<file path="config.mk">
export PLATFORM = sky130hd
export DESIGN_NAME = bmp180_seq
export DESIGN_NICKNAME = d
export VERILOG_FILES = /design/src/rtl/bmp180_seq.sv
export SDC_FILE = /design/constraint.sdc
export NUM_CORES = 1
export LEC_CHECK = 0
export BUFFER_PORTS_ARGS = -buffer_cell sky130_fd_sc_hd__buf_2
export CORE_ASPECT_RATIO = 1.5
export CORE_UTILIZATION = 55
export CTS_CLUSTER_DIAMETER = 40
export DETAILED_ROUTE_END_ITERATION = 8
export PLACE_DENSITY = 0.75
export SLEW_MARGIN = 20
export SYNTH_ARGS = -nofsm -noshare
export SYNTH_HDL_FRONTEND = slang
export SYNTH_SLANG_ARGS = --single-unit
</file>
<file path="constraint.sdc">
create_clock -name clk -period 3.6 [get_ports clk]
set_input_delay 0.9 -clock clk [delete_from_list [all_inputs] [get_ports clk]]
set_output_delay 0.9 -clock clk [all_outputs]
set_load 0.02 [all_outputs]
</file>
<file path="src/rtl/bmp180_seq.sv">
// BMP180 measurement sequencer: drives a byte-level I2C master through the
// temperature and pressure command/pointer/read phases and returns raw UT/UP.
module bmp180_seq #(
    parameter int CONV_T  = 225000,
    parameter int CONV_P  = 1275000,
    parameter int OSS     = 3,
    parameter int TIMEOUT = 65535
) (
    input  logic        clk,
    input  logic        reset,
    input  logic        trigger,
    input  logic        ready,
    output logic        start,
    output logic        send,
    input  logic        sended,
    output logic        receive,
    input  logic        received,
    output logic [7:0]  datasend,
    input  logic [7:0]  datareceive,
    output logic [15:0] ut,
    output logic [23:0] up,
    output logic        valid,
    output logic        busy,
    output logic        err
);
    typedef enum logic [2:0] {IDLE, WAIT_RDY, WR_BYTE, STOP, CONV, RD_BYTE, DONE} state_t;
    typedef enum logic [2:0] {T_CMD, T_PTR, T_READ, P_CMD, P_PTR, P_READ} phase_t;

    state_t      state, state_n;
    phase_t      phase, phase_n;
    logic [1:0]  idx, idx_n;
    logic [31:0] cnt, cnt_n, wdog, wdog_n;
    logic [23:0] cap, cap_n;
    logic        start_n, send_n, receive_n, valid_n, err_n;
    logic [7:0]  datasend_n;
    logic [15:0] ut_n;
    logic [23:0] up_n;

    logic [7:0]  wr_byte;
    logic [1:0]  wr_last, rd_last;
    logic [31:0] conv_last;
    logic        read_phase, watched;

    assign busy = (state != IDLE);

    // Byte table for the current phase
    always_comb begin
        wr_byte = 8'hEE;
        wr_last = 2'd1;
        rd_last = 2'd1;
        case (phase)
            T_CMD, P_CMD: begin
                wr_last = 2'd2;
                case (idx)
                    2'd0:    wr_byte = 8'hEE;
                    2'd1:    wr_byte = 8'hF4;
                    default: wr_byte = (phase == T_CMD) ? 8'h2E : {2'(OSS), 6'h34};
                endcase
            end
            T_PTR, P_PTR: wr_byte = (idx == 2'd0) ? 8'hEE : 8'hF6;
            T_READ: begin
                wr_byte = 8'hEF;
                wr_last = 2'd0;
            end
            P_READ: begin
                wr_byte = 8'hEF;
                wr_last = 2'd0;
                rd_last = 2'd2;
            end
            default: ;
        endcase
    end

    assign read_phase = (phase == T_READ) || (phase == P_READ);
    assign conv_last  = (phase == T_CMD) ? 32'(CONV_T - 1) : 32'(CONV_P - 1);
    assign watched    = (state == WAIT_RDY) || (state == WR_BYTE) ||
                        (state == RD_BYTE)  || (state == STOP);

    always_comb begin
        state_n    = state;
        phase_n    = phase;
        idx_n      = idx;
        cnt_n      = cnt;
        cap_n      = cap;
        start_n    = start;
        send_n     = send;
        receive_n  = receive;
        datasend_n = datasend;
        valid_n    = 1'b0;
        err_n      = err;
        ut_n       = ut;
        up_n       = up;
        wdog_n     = watched ? wdog + 32'd1 : '0;

        case (state)
            IDLE: if (trigger) begin
                err_n   = 1'b0;
                phase_n = T_CMD;
                state_n = WAIT_RDY;
            end
            WAIT_RDY: if (ready) begin
                start_n = 1'b1;
                idx_n   = '0;
                state_n = WR_BYTE;
            end
            WR_BYTE: begin
                if (!send) begin
                    send_n     = 1'b1;
                    datasend_n = wr_byte;
                end else if (sended) begin
                    send_n = 1'b0;
                    wdog_n = '0;
                    if (idx == wr_last) begin
                        idx_n = '0;
                        if (read_phase) begin
                            state_n = RD_BYTE;
                        end else begin
                            start_n = 1'b0;
                            state_n = STOP;
                        end
                    end else begin
                        idx_n = idx + 2'd1;
                    end
                end
            end
            RD_BYTE: begin
                if (!receive) begin
                    receive_n = 1'b1;
                end else if (received) begin
                    receive_n = 1'b0;
                    wdog_n    = '0;
                    cap_n     = {cap[15:0], datareceive};
                    if (idx == rd_last) begin
                        idx_n   = '0;
                        start_n = 1'b0;
                        state_n = STOP;
                    end else begin
                        idx_n = idx + 2'd1;
                    end
                end
            end
            STOP: if (ready) begin
                case (phase)
                    T_CMD, P_CMD: begin
                        cnt_n   = '0;
                        state_n = CONV;
                    end
                    T_PTR: begin
                        phase_n = T_READ;
                        state_n = WAIT_RDY;
                    end
                    T_READ: begin
                        ut_n    = cap[15:0];
                        phase_n = P_CMD;
                        state_n = WAIT_RDY;
                    end
                    P_PTR: begin
                        phase_n = P_READ;
                        state_n = WAIT_RDY;
                    end
                    default: state_n = DONE;
                endcase
            end
            CONV: begin
                if (cnt == conv_last) begin
                    cnt_n   = '0;
                    phase_n = (phase == T_CMD) ? T_PTR : P_PTR;
                    state_n = WAIT_RDY;
                end else begin
                    cnt_n = cnt + 32'd1;
                end
            end
            DONE: begin
                up_n    = cap;
                valid_n = 1'b1;
                state_n = IDLE;
            end
            default: state_n = IDLE;
        endcase

        if (state_n != state)
            wdog_n = '0;

        // Watchdog overrides whatever the handshake logic decided this cycle
        if (watched && wdog == 32'(TIMEOUT - 1)) begin
            state_n   = IDLE;
            start_n   = 1'b0;
            send_n    = 1'b0;
            receive_n = 1'b0;
            valid_n   = 1'b0;
            err_n     = 1'b1;
            ut_n      = ut;
            wdog_n    = '0;
        end
    end

    always_ff @(posedge clk or negedge reset) begin
        if (!reset) begin
            state    <= IDLE;
            phase    <= T_CMD;
            idx      <= '0;
            cnt      <= '0;
            wdog     <= '0;
            cap      <= '0;
            start    <= 1'b0;
            send     <= 1'b0;
            receive  <= 1'b0;
            datasend <= '0;
            valid    <= 1'b0;
            err      <= 1'b0;
            ut       <= '0;
            up       <= '0;
        end else begin
            state    <= state_n;
            phase    <= phase_n;
            idx      <= idx_n;
            cnt      <= cnt_n;
            wdog     <= wdog_n;
            cap      <= cap_n;
            start    <= start_n;
            send     <= send_n;
            receive  <= receive_n;
            datasend <= datasend_n;
            valid    <= valid_n;
            err      <= err_n;
            ut       <= ut_n;
            up       <= up_n;
        end
    end
endmodule

</file>
==> flow_summary.ini <==
[status]
status = complete, no violations

[global_routing]
grt_pass1_vias = 5806
grt_antenna_before_repair = 0
grt_pass1_wl_um = 27100
grt_max_degree = 72
overflow = 0
grt_usage = 0.255

[drt]
wl_per_cell_um = 16.6
drc = 0
drt_iter0_markers = 247
ant_nets = 0
drt-total-wl_um = 16000
vias = 5650
vias_per_cell = 5.84
drtPass1Iterations = 4

[logic_synthesis]
syn_area_per_cell_um2 = 9.95
ys_seq_elements = 147
synth_edf_count = 0
asyncSetResetFlopFracSynth = 1.00
synth_warnings = 0
yosys-top-cells-area = dfrtp_1, nand2_1, mux2_2
yosysSeqAreaShare = 0.506
yosysTopAreaCellShare = 0.506
synth_cell_type_count = 58
synthCells = 730
synth_nets = 749
synthFlopType = dfrtp_1
yosysTopAreaCell = dfrtp_1
netlist_area_um2 = 7260

[final_layout]
nNetsFinal = 814
syn2layout_area_growth_pct = 15.2
drive_gt1_frac = 0.223
final_common_cell = dfrtp_1
layout_common_cells = dfrtp_1, nand2_1, buf_2
insertedDiodeCount = 0

[place]
gp_congestion = 0.878
portBuffers = 67
hpwl_um = 10700
place_ws_ns = 0.422

[critical_path]
crit_type = flip-flop to flip-flop
crit_chain = or3_1 -> or4_4 -> a2111oi_4 -> a31oi_1 -> mux2i_4 -> buf_4 -> nor3_1
crit_fanout = 32
cpMaxStageDelayCell = a2111oi_4
cp.required_ns = 3.89
critical_path.max_stage_delay_ns = 0.62
cp-end-kind = flip-flop
startpoint_type = flip-flop
cp.arrival_ns = 3.48

[sta]
max_freq_mhz = 313
finalHoldViolCount = 0
min_period_ns = 3.19
rsz0062_at_grt = no
setup_tns_ns = 0
setup_viol = 0
tightest_slew_ns = 0.688
fin_crit_sh = 0.887
holdWs_ns = 0.463
slew_headroom = 0.537
slew_violations = 0
worst_clock_skew_ns = 0.00892
setup_slack_ns = 0.408

[job]
maxCapViolations = 0

[die]
io-pin-count = 68
dieArea_um2 = 13700
die_w_um = 95.8
num_rows = 51
die_h_um = 143
design.core.area_um2 = 13000
initial_core_util = 0.561

[clocking]
cts_tree = built
cts-htree-levels = 4
numCtsBuffers = 17
clk_latency_ns = 0.42
cts_resized = 0
clock_sinks = 147
cts_buffer_depth = 2
ctsHoldBuffers = 0
root_buffer = clkbuf_16
clk_pin_slew_worst_paths_ns = 0.06
cts_setup_buffers = 0

[power_and_ir_drop]
total_power_mw = 6.21
p_per_area_nw_per_um2 = 742
p_leak_nw = 4.00
ir_drop_mv = 0.395

[worst_hold_path]
hold_path_class = flip-flop to flip-flop
## cell usage after synthesis (3+ instances only)
library cell,n
a21o_1,4
a21oi_1,13
a22oi_1,3
and2_1,5
and3_1,11
and4_1,8
buf_4,4
buf_6,6
clkbuf_1,29
dfrtp_1,147
ha_1,5
inv_1,10
mux2_2,40
mux2i_1,6
nand2_1,135
nand3_1,32
nand3b_1,4
nand4_1,23
nor2_1,56
nor2b_1,5
nor3_1,33
nor3_2,10
nor3b_1,3
nor4_1,6
nor4b_1,6
o211ai_1,3
o21ai_0,22
o31ai_1,3
or3_1,3
xnor2_1,31
xor2_1,27
## state kept, by name, indices dropped and copies added, names as in the netlist
signal    cells
ut           16
wdog         32
send          1
up           24
valid         1
datasend      6
err           1
start         1
idx           2
cap          24
phase         3
receive       1
state         3
cnt          32
## metrics by stage
stage | cell area [um^2] | util | std cells
6_report | 8370 | 0.646 | 967
3_5_place_dp | 7760 | 0.599 | 935
4_1_cts | 8370 | 0.646 | 967
3_3_place_gp | 7760 | 0.599 | 935
5_1_grt | 8370 | 0.646 | 967
2_1_floorplan | 7260 | - | 730
## routing by layer
layer | GRT usage | wire length, um | vias to the layer above
met5 | 0 | 0 | -
met4 | 0.107 | 414 | 0
met3 | 0.0548 | 522 | 40
met2 | 0.452 | 8610 | 142
met1 | 0.292 | 6500 | 2805
li1 | - | - | 2663
## area by class of cell
cell class	instances	area [um^2]
inverters	11	41.3
well taps	159	199
fillers	1015	4580
repair buffers	86	497
clock inverters	13	175
clock buffers	19	433
multi-input cells	532	3350
flip-flops and latches	147	3680
## critical path: cells and delay by family (launching register included)
family	cells	cell delay, ns
AND/OR/NAND/NOR	3	1.13
buffers and inverters	1	0.39
flip-flops	1	0.53
multiplexers	1	0.17
AO/OA/AOI/OAI	2	0.84
## logic make-up after synthesis
kind of cell               after synthesis  synth area share
and+or+nand+nor                        354             0.242
DFF                                    147             0.506
AOI/OAI and AO/OA                       68            0.0658
xor gates and xnor gates                58            0.0699
buffers and inverters                   51            0.0346
muxes                                   47            0.0722
adders and majority gates                5           0.00861
## path summary, 6_finish.rpt
path | slack (ns) | to | from | cells past startpoint
min in group asynchronous | 0.48 | cap[23] | reset | 1
max in group asynchronous | 2.27 | wdog[1] | reset | 2
worst max register to register | 0.41 | wdog[19] | phase[0] | 7
worst min-delay path | 0.46 | up[19] | cap[19] | 2
worst min register to register | 0.46 | up[19] | cap[19] | 2
worst max-delay path | 0.41 | wdog[19] | phase[0] | 7
## report_power, final
part,switching (mW),internal [mW]
registers,0.326,1.97
clock network,0.723,1.10
logic,1.35,0.738
total,2.39,3.81
(Power assumes the default switching activity.)
